[src/rtl/rotacao_inversa_seq.sv]
// rotacao_inversa_seq
// Sequential inverse circular shifter. It takes a word that the combinational
// rotator produced (direction `controle`, amount `rotacoes`) and restores the
// original operand. It undoes the rotation one bit position per clock, under a
// start/busy/done handshake.
//
// Optional build macro: ROT_MOD_EN
//   When it is defined, the step counter loads rotacoes mod WIDTH, taken from
//   the low bits, so WIDTH must be a power of two. Results are the same as
//   without the macro, and latency becomes (N mod WIDTH)+1.
//   When it is undefined, the full N single-bit steps are performed.
module rotacao_inversa_seq #(
  parameter int WIDTH = 4,
  parameter int CNT_W = 3
) (
  input  logic             clk,
  input  logic             rst_n,
  input  logic             start,
  input  logic [WIDTH-1:0] operando,
  input  logic             controle,
  input  logic [CNT_W-1:0] rotacoes,
  output logic             busy,
  output logic             done,
  output logic [WIDTH-1:0] saida
);

  typedef enum logic [1:0] {
    ST_IDLE  = 2'd0,
    ST_SHIFT = 2'd1,
    ST_DONE  = 2'd2
  } state_t;

  // Undo a right rotation: rotate left by one position.
  function automatic logic [WIDTH-1:0] undo_left1(input logic [WIDTH-1:0] w);
    return {w[WIDTH-2:0], w[WIDTH-1]};
  endfunction

  // Undo a left rotation: rotate right by one position.
  function automatic logic [WIDTH-1:0] undo_right1(input logic [WIDTH-1:0] w);
    return {w[0], w[WIDTH-1:1]};
  endfunction

  // One undo step. dir=0 means the original rotation was to the right.
  function automatic logic [WIDTH-1:0] undo_step(input logic [WIDTH-1:0] w,
                                                 input logic             dir);
    logic [WIDTH-1:0] r;
    if (dir == 1'b0) begin
      r = undo_left1(w);
    end else begin
      r = undo_right1(w);
    end
    return r;
  endfunction

  state_t           state_r;
  state_t           state_next_s;
  logic [WIDTH-1:0] work_r;
  logic [WIDTH-1:0] work_next_s;
  logic [CNT_W-1:0] cnt_r;
  logic [CNT_W-1:0] cnt_next_s;
  logic             dir_r;
  logic             dir_next_s;
  logic [WIDTH-1:0] saida_r;
  logic [WIDTH-1:0] saida_next_s;
  logic             busy_r;
  logic             done_r;
  logic [CNT_W-1:0] load_cnt_s;
  logic [WIDTH-1:0] step_s;

`ifdef ROT_MOD_EN
  // A full turn is a no-op, so only the residue modulo WIDTH has to be walked.
  assign load_cnt_s = rotacoes & CNT_W'(WIDTH - 1);
`else
  // Every requested step is walked, even past a full turn.
  assign load_cnt_s = rotacoes;
`endif

  assign step_s = undo_step(work_r, dir_r);

  // Next-state, datapath and result selection for the shift sequencer.
  always_comb begin
    state_next_s = state_r;
    work_next_s  = work_r;
    cnt_next_s   = cnt_r;
    dir_next_s   = dir_r;
    saida_next_s = saida_r;
    case (state_r)
      ST_IDLE: begin
        if (start == 1'b1) begin
          work_next_s = operando;
          cnt_next_s  = load_cnt_s;
          dir_next_s  = controle;
          if (load_cnt_s == {CNT_W{1'b0}}) begin
            // Nothing to undo: the operand itself is the result.
            state_next_s = ST_DONE;
            saida_next_s = operando;
          end else begin
            state_next_s = ST_SHIFT;
          end
        end else begin
          state_next_s = ST_IDLE;
        end
      end
      ST_SHIFT: begin
        work_next_s = step_s;
        cnt_next_s  = cnt_r - CNT_W'(1);
        if (cnt_r == CNT_W'(1)) begin
          // The last step goes straight into the result register.
          state_next_s = ST_DONE;
          saida_next_s = step_s;
        end else begin
          state_next_s = ST_SHIFT;
        end
      end
      ST_DONE: begin
        state_next_s = ST_IDLE;
      end
      default: begin
        state_next_s = ST_IDLE;
        work_next_s  = {WIDTH{1'b0}};
        cnt_next_s   = {CNT_W{1'b0}};
        dir_next_s   = 1'b0;
      end
    endcase
  end

  // State, datapath and registered handshake outputs, with asynchronous reset.
  always_ff @(posedge clk or negedge rst_n) begin
    if (!rst_n) begin
      state_r <= ST_IDLE;
      work_r  <= {WIDTH{1'b0}};
      cnt_r   <= {CNT_W{1'b0}};
      dir_r   <= 1'b0;
      saida_r <= {WIDTH{1'b0}};
      busy_r  <= 1'b0;
      done_r  <= 1'b0;
    end else begin
      state_r <= state_next_s;
      work_r  <= work_next_s;
      cnt_r   <= cnt_next_s;
      dir_r   <= dir_next_s;
      saida_r <= saida_next_s;
      // The flags are decoded from the next state so they line up with it.
      busy_r  <= (state_next_s != ST_IDLE);
      done_r  <= (state_next_s == ST_DONE);
    end
  end

  assign busy  = busy_r;
  assign done  = done_r;
  assign saida = saida_r;

endmodule

[config.mk]
export PLATFORM = sky130hd
export DESIGN_NAME = rotacao_inversa_seq
export DESIGN_NICKNAME = d
export VERILOG_FILES = /design/src/rtl/rotacao_inversa_seq.sv
export SDC_FILE = /design/constraint.sdc
export NUM_CORES = 1
export LEC_CHECK = 0
export ABC_AREA = 0
export CORE_MARGIN = 10
export CORE_UTILIZATION = 35
export DETAILED_ROUTE_END_ITERATION = 8
export GPL_TIMING_DRIVEN = 0
export PLACE_DENSITY = 0.59
export SYNTH_ARGS = -nofsm -noshare
export SYNTH_HDL_FRONTEND = slang
export SYNTH_SLANG_ARGS = --single-unit
[constraint.sdc]
create_clock -name clk -period 3.9 [get_ports clk]
set_clock_uncertainty 0.1 [all_clocks]
set_input_delay 0.585 -clock clk [delete_from_list [all_inputs] [get_ports clk]]
set_output_delay 0.585 -clock clk [all_outputs]
set_load 0.05 [all_outputs]
# Yosys cells after proc, flatten, opt, wreduce, memory -nomap -nowiden
# Index checks and enable logic that the tools add are counted.
[classes]
addsub = 1
n_eq_ne = 7
n_mux = 15
bitwise = 2
reduce_logical = 8
[ops]
columns = ["cell", "n"]
rows = [
  ["$mux W4", 5],
  ["$pmux W4 S3", 1],
  ["$pmux W3 S3", 1],
  ["$pmux W4 S2", 1],
  ["$mux W2", 3],
  ["$ne A2 B2 Y1 const B", 3],
  ["$eq A2 B2 Y1 const B", 2],
  ["$pmux W2 S2", 1],
  ["$reduce_and A2 Y1", 2],
  ["$reduce_and A4 Y1", 1],
  ["$reduce_bool A2 Y1", 2],
  ["$eq A3 B1 Y1 const B", 1],
  ["$logic_not A3 Y1", 1],
  ["$mux W3", 1],
  ["$sub A3 B1 Y3 const B", 1],
  ["$eq A2 B1 Y1 const B", 1],
  ["$logic_not A2 Y1", 1],
  ["$not A1 Y1", 2],
  ["$pmux W1 S2", 1],
  ["$reduce_or A2 Y1", 1],
  ["$mux W1", 1],
]
[totals]
regBits = 16
inputBits = 11
out_inout_bits = 6

# Depth between registers and ports, before layout
[depth]
depth_word = 5
ltp_mapped = 6
ltp_nobuf = 5

# Worst setup path after synthesis
# Ideal clock, no wire load.
[synth_timing]
kind = "reg2reg"
from = "register state_r[0]"
to = "register saida_r[0] (netlist: saida[0])"
setup_ns = 0.125
arrival_ns = 1.374
t_required_ns = 3.675
setup_slack_ns = 2.301
path_stages_with_launch = 6
path_buffers = 0
synth_period_minus_slack_ns = 1.599
cell_sequence = "dfrtp_1 -> inv_1 -> ha_1 -> mux2_2 -> o221a_4 -> mux2_4"
[synth_between]
elab_chain_len = 3
word_cells_on_any_way = 8
[synth_rtl]
columns = ["item", "line", "rtl"]
rows = [
  ["from (decl)", "55", "state_t state_r;"],
  ["from (signal assigned)", "138", "state_r <= state_next_s;"],
  ["$eq A2 B1 Y1 / $logic_not A2 Y1 (equally long branches)", "87", "case (state_r)"],
  ["$ne A2 B2 Y1 (no line) / $reduce_bool A2 Y1 (equally long branches)", "--", ""],
  ["$reduce_and A4 Y1 (no line)", "--", ""],
  ["to (signal assigned)", "134", "saida_r <= {WIDTH{1'b0}};"],
  ["to (signal assigned)", "142", "saida_r <= saida_next_s;"],
  ["to (decl)", "63", "logic [WIDTH-1:0] saida_r;"],
]
# Parallel ways exist; a longest one is shown, timed or not.
# A chain may end at the register's enable or synchronous reset.

# Worst setup path after layout
[layout_timing]
from = "register saida_r[3] (netlist: saida[3])"
to = "output port saida[3]"
[layout_rtl]
columns = ["item", "line", "rtl"]
rows = [
  ["to (decl)", "24", "output logic [WIDTH-1:0] saida"],
]
# No word-level cell between the ends.

==> results.md <==
- Outcome: finished, final reports clean
- Hold WC Path Type: reg2reg
- H-tree levels: 1
- Commonest non-fill, non-tap cells in the layout: dfrtp_1 (16), clkdlybuf4s50_1 (16), o21ai_0 (10)
- Post-Synthesis Cells: 84
- Total Wirelength: 2057 um
- Worst VDD drop: 0.0003667 V
- PnR Total Power: 0.001107 W
- Slowest CP cell: clkdlybuf4s50_1
- Max-cap violations: 0
- Worst slew margin: 49.31%
- I/O Pins: 17
- Port bufs: 16
- Crit end category: output port
- GRT Resource Usage Total: 8.373%
- Cell Pwr Density: 956.7 mW/mm^2
- Layout cells sized above 1: 20.19%
- FILL cells: 243
- Maximum clock frequency: 0.4638 GHz
- Final hold violation count: 0
- P_leak: 0.5242 nW
- Largest net degree at the start of global routing: 17
- Overflow after GRT: 0
- CTS tree: done
- Final setup fails: 0
- Vias in the first global route: 743
- Clk Latency, worst-skew pair: 0.30 ns
- Global-route wire length before repair: 3519 um
- Place WS: 1.758 ns
- Post-CTS Setup Inserts: 0
- Vias: 669
- Post-Synth Adder-Cell Area: 6.775%
- GP Congestion: 0.7077
- Path depth of the worst reg2reg path: 6
- Post-route clock period utilization: 55.29%
- First-pass iteration count of the detailed router: 4
- RSZ-0062 raised after global routing: no
- DIE HEIGHT: 71.37 um
- Starting Density: 36.94%
- Average wire per standard cell: 15.35 um
- # hold bufs at CTS: 0
- Die area: 0.005093 mm^2
- Buffers and inverters on the worst path: 1
- Distinct cells, synth: 25
- Crit path max-delay family: buffers and inverters
- Largest family of logic cells by synthesized area: multiplexers
- Worst hold margin: 0.4245 ns
- Post-DRT Antenna Nets: 0
- Worst r2r src: state_r[0]
- Critical path arrival: 1.47 ns
- Final Critical Period: 2.156 ns
- Yosys reg bits: 16
- Synth Area in XOR/XNOR: 0%
- Hold Crit Start: saida[0]
- Clock Sink Count: 16
- Register area: 400.4 um^2
- Setup_tns: 0 ns
- Final Worst Setup Slack: 1.744 ns
- Hold EP: saida[0]
- Core ar.: 0.002500 mm^2
- Mapped Area: 923.4 um^2
- Area growth syn-to-layout: 25.34%
- Synth Area in Simple Gates: 9.485%
- # DRC: 0
- Worst-path clk slew: 0.11 ns
- Area occupied by multi-input gates: 464.2 um^2
- Sequential area share after synthesis: 43.36%
- Final Max Tran Viols: 0
- Final HPWL DP: 1525 um
- Synthesized Nets: 100
- Nets: 121
- DP Cell Count: 130
- Worst slew pin tran: 0.7580 ns
- Setup CP Type: reg2out
- Die X-Extent: 71.37 um
- Reg-to-reg endpoint: saida[2]
- Post-DR vias/cell: 4.993
- Initial DRC count: 27
- Post-CTS sizing: 0
- Avg Cell Area, Syn: 10.99 um^2
- CTS Root Cell: clkbuf_4
- Complex-gate fraction of the synthesized area: 14.77%
- Startpoint class of the critical path: register
- Critical path peak fanout: 2
- R2r setup slk: 2.20 ns
- Worst EP required: 3.21 ns
- ANT cells: 0
- Crit-path max cell delay: 0.81 ns
- Clk buf depth: 2
- Yosys warns: 0
- Mux contribution to synthesized area: 19.24%
- Num rows: 18
- Hold Path Depth: 1
- Cts bufs inserted: 3
- Worst-path cell chain: clkdlybuf4s50_1
- Final cell count without fillers: 134
- Initial antenna violation count: 0
-- Yosys cell counts, drive strengths merged --
library cell	count	area, um^2
o21ai	10	50.05
a21oi	4	20.02
nor2b	3	26.27
or2	1	6.260
nor3	2	15.01
mux2i	5	50.05
mux2	9	127.6
buf	4	28.78
inv	8	30.03
o22ai	2	12.51
nand2	6	22.52
a22oi	2	15.01
dfrtp	16	400.4
nand2b	1	6.260
ha	5	62.56
a32o	1	10.01
o221a	1	20.02
nor2	3	11.26
a32oi	1	8.760
-- logic make-up (layout without fill, tap and decap cells) --
group	count (synthesis)	after routing
AO/OA/AOI/OAI	21	21
buffers and inverters	12	32
flip-flops	16	16
AND/OR/NAND/NOR	16	16
multiplexers	14	14
adder cells (fa/ha/maj)	5	5
-- worst max-delay path by stage --
stage | cells after the start | slack [ns] | startpoint | endpoint
after floorplan | 5 | 2.30 | state_r[0] | saida[0]
after global placement | 4 | 1.76 | rotacoes[2] | saida[1]
after detailed placement | 4 | 1.76 | rotacoes[2] | saida[0]
after CTS | 1 | 1.73 | saida[2] | saida[2]
after global routing | 1 | 1.68 | saida[3] | saida[3]
final | 1 | 1.74 | saida[3] | saida[3]
-- where the power goes --
part | switching (W) | total, W | internal (W) | leakage [nW]
sequential | 0.0000439 | 0.000294 | 0.000250 | 0.196
clock | 0.0000575 | 0.000114 | 0.0000569 | 0.0210
combinational | 0.000376 | 0.000699 | 0.000324 | 0.307
total | 0.000477 | 0.00111 | 0.000630 | 0.524
-- area by class of cell --
cell class,count,share of cell area [%]
Tap cell,30,3.243
Multi-Input combinational cell,56,40.11
Buffer,4,2.486
Inverter,8,2.595
Timing Repair Buffer,16,13.84
Sequential cell,16,34.59
Clock buffer,4,3.135
-- routing by layer --
metal	vias to the layer above	GRT usage [%]	wire [um]
met4	0	0.6452	8
met3	2	3.306	63
met1	326	9.662	917
li1	332	-	-
met2	9	14.71	1067
met5	-	0	0
-- registers in the layout (all words and copies together), names as in the netlist --
name,count
done,1
state_r,2
cnt_r,3
busy,1
work_r,4
dir_r,1
saida,4
-- stage by stage --
step	cell area, um^2	utilization (%)
after detailed placement	1121	44.84
after global routing	1157	46.30
after global placement	1121	44.84
after CTS	1157	46.30
after floorplan	923.4	-
final	1157	46.30
Note: power is estimated with default switching activity, not from simulation.
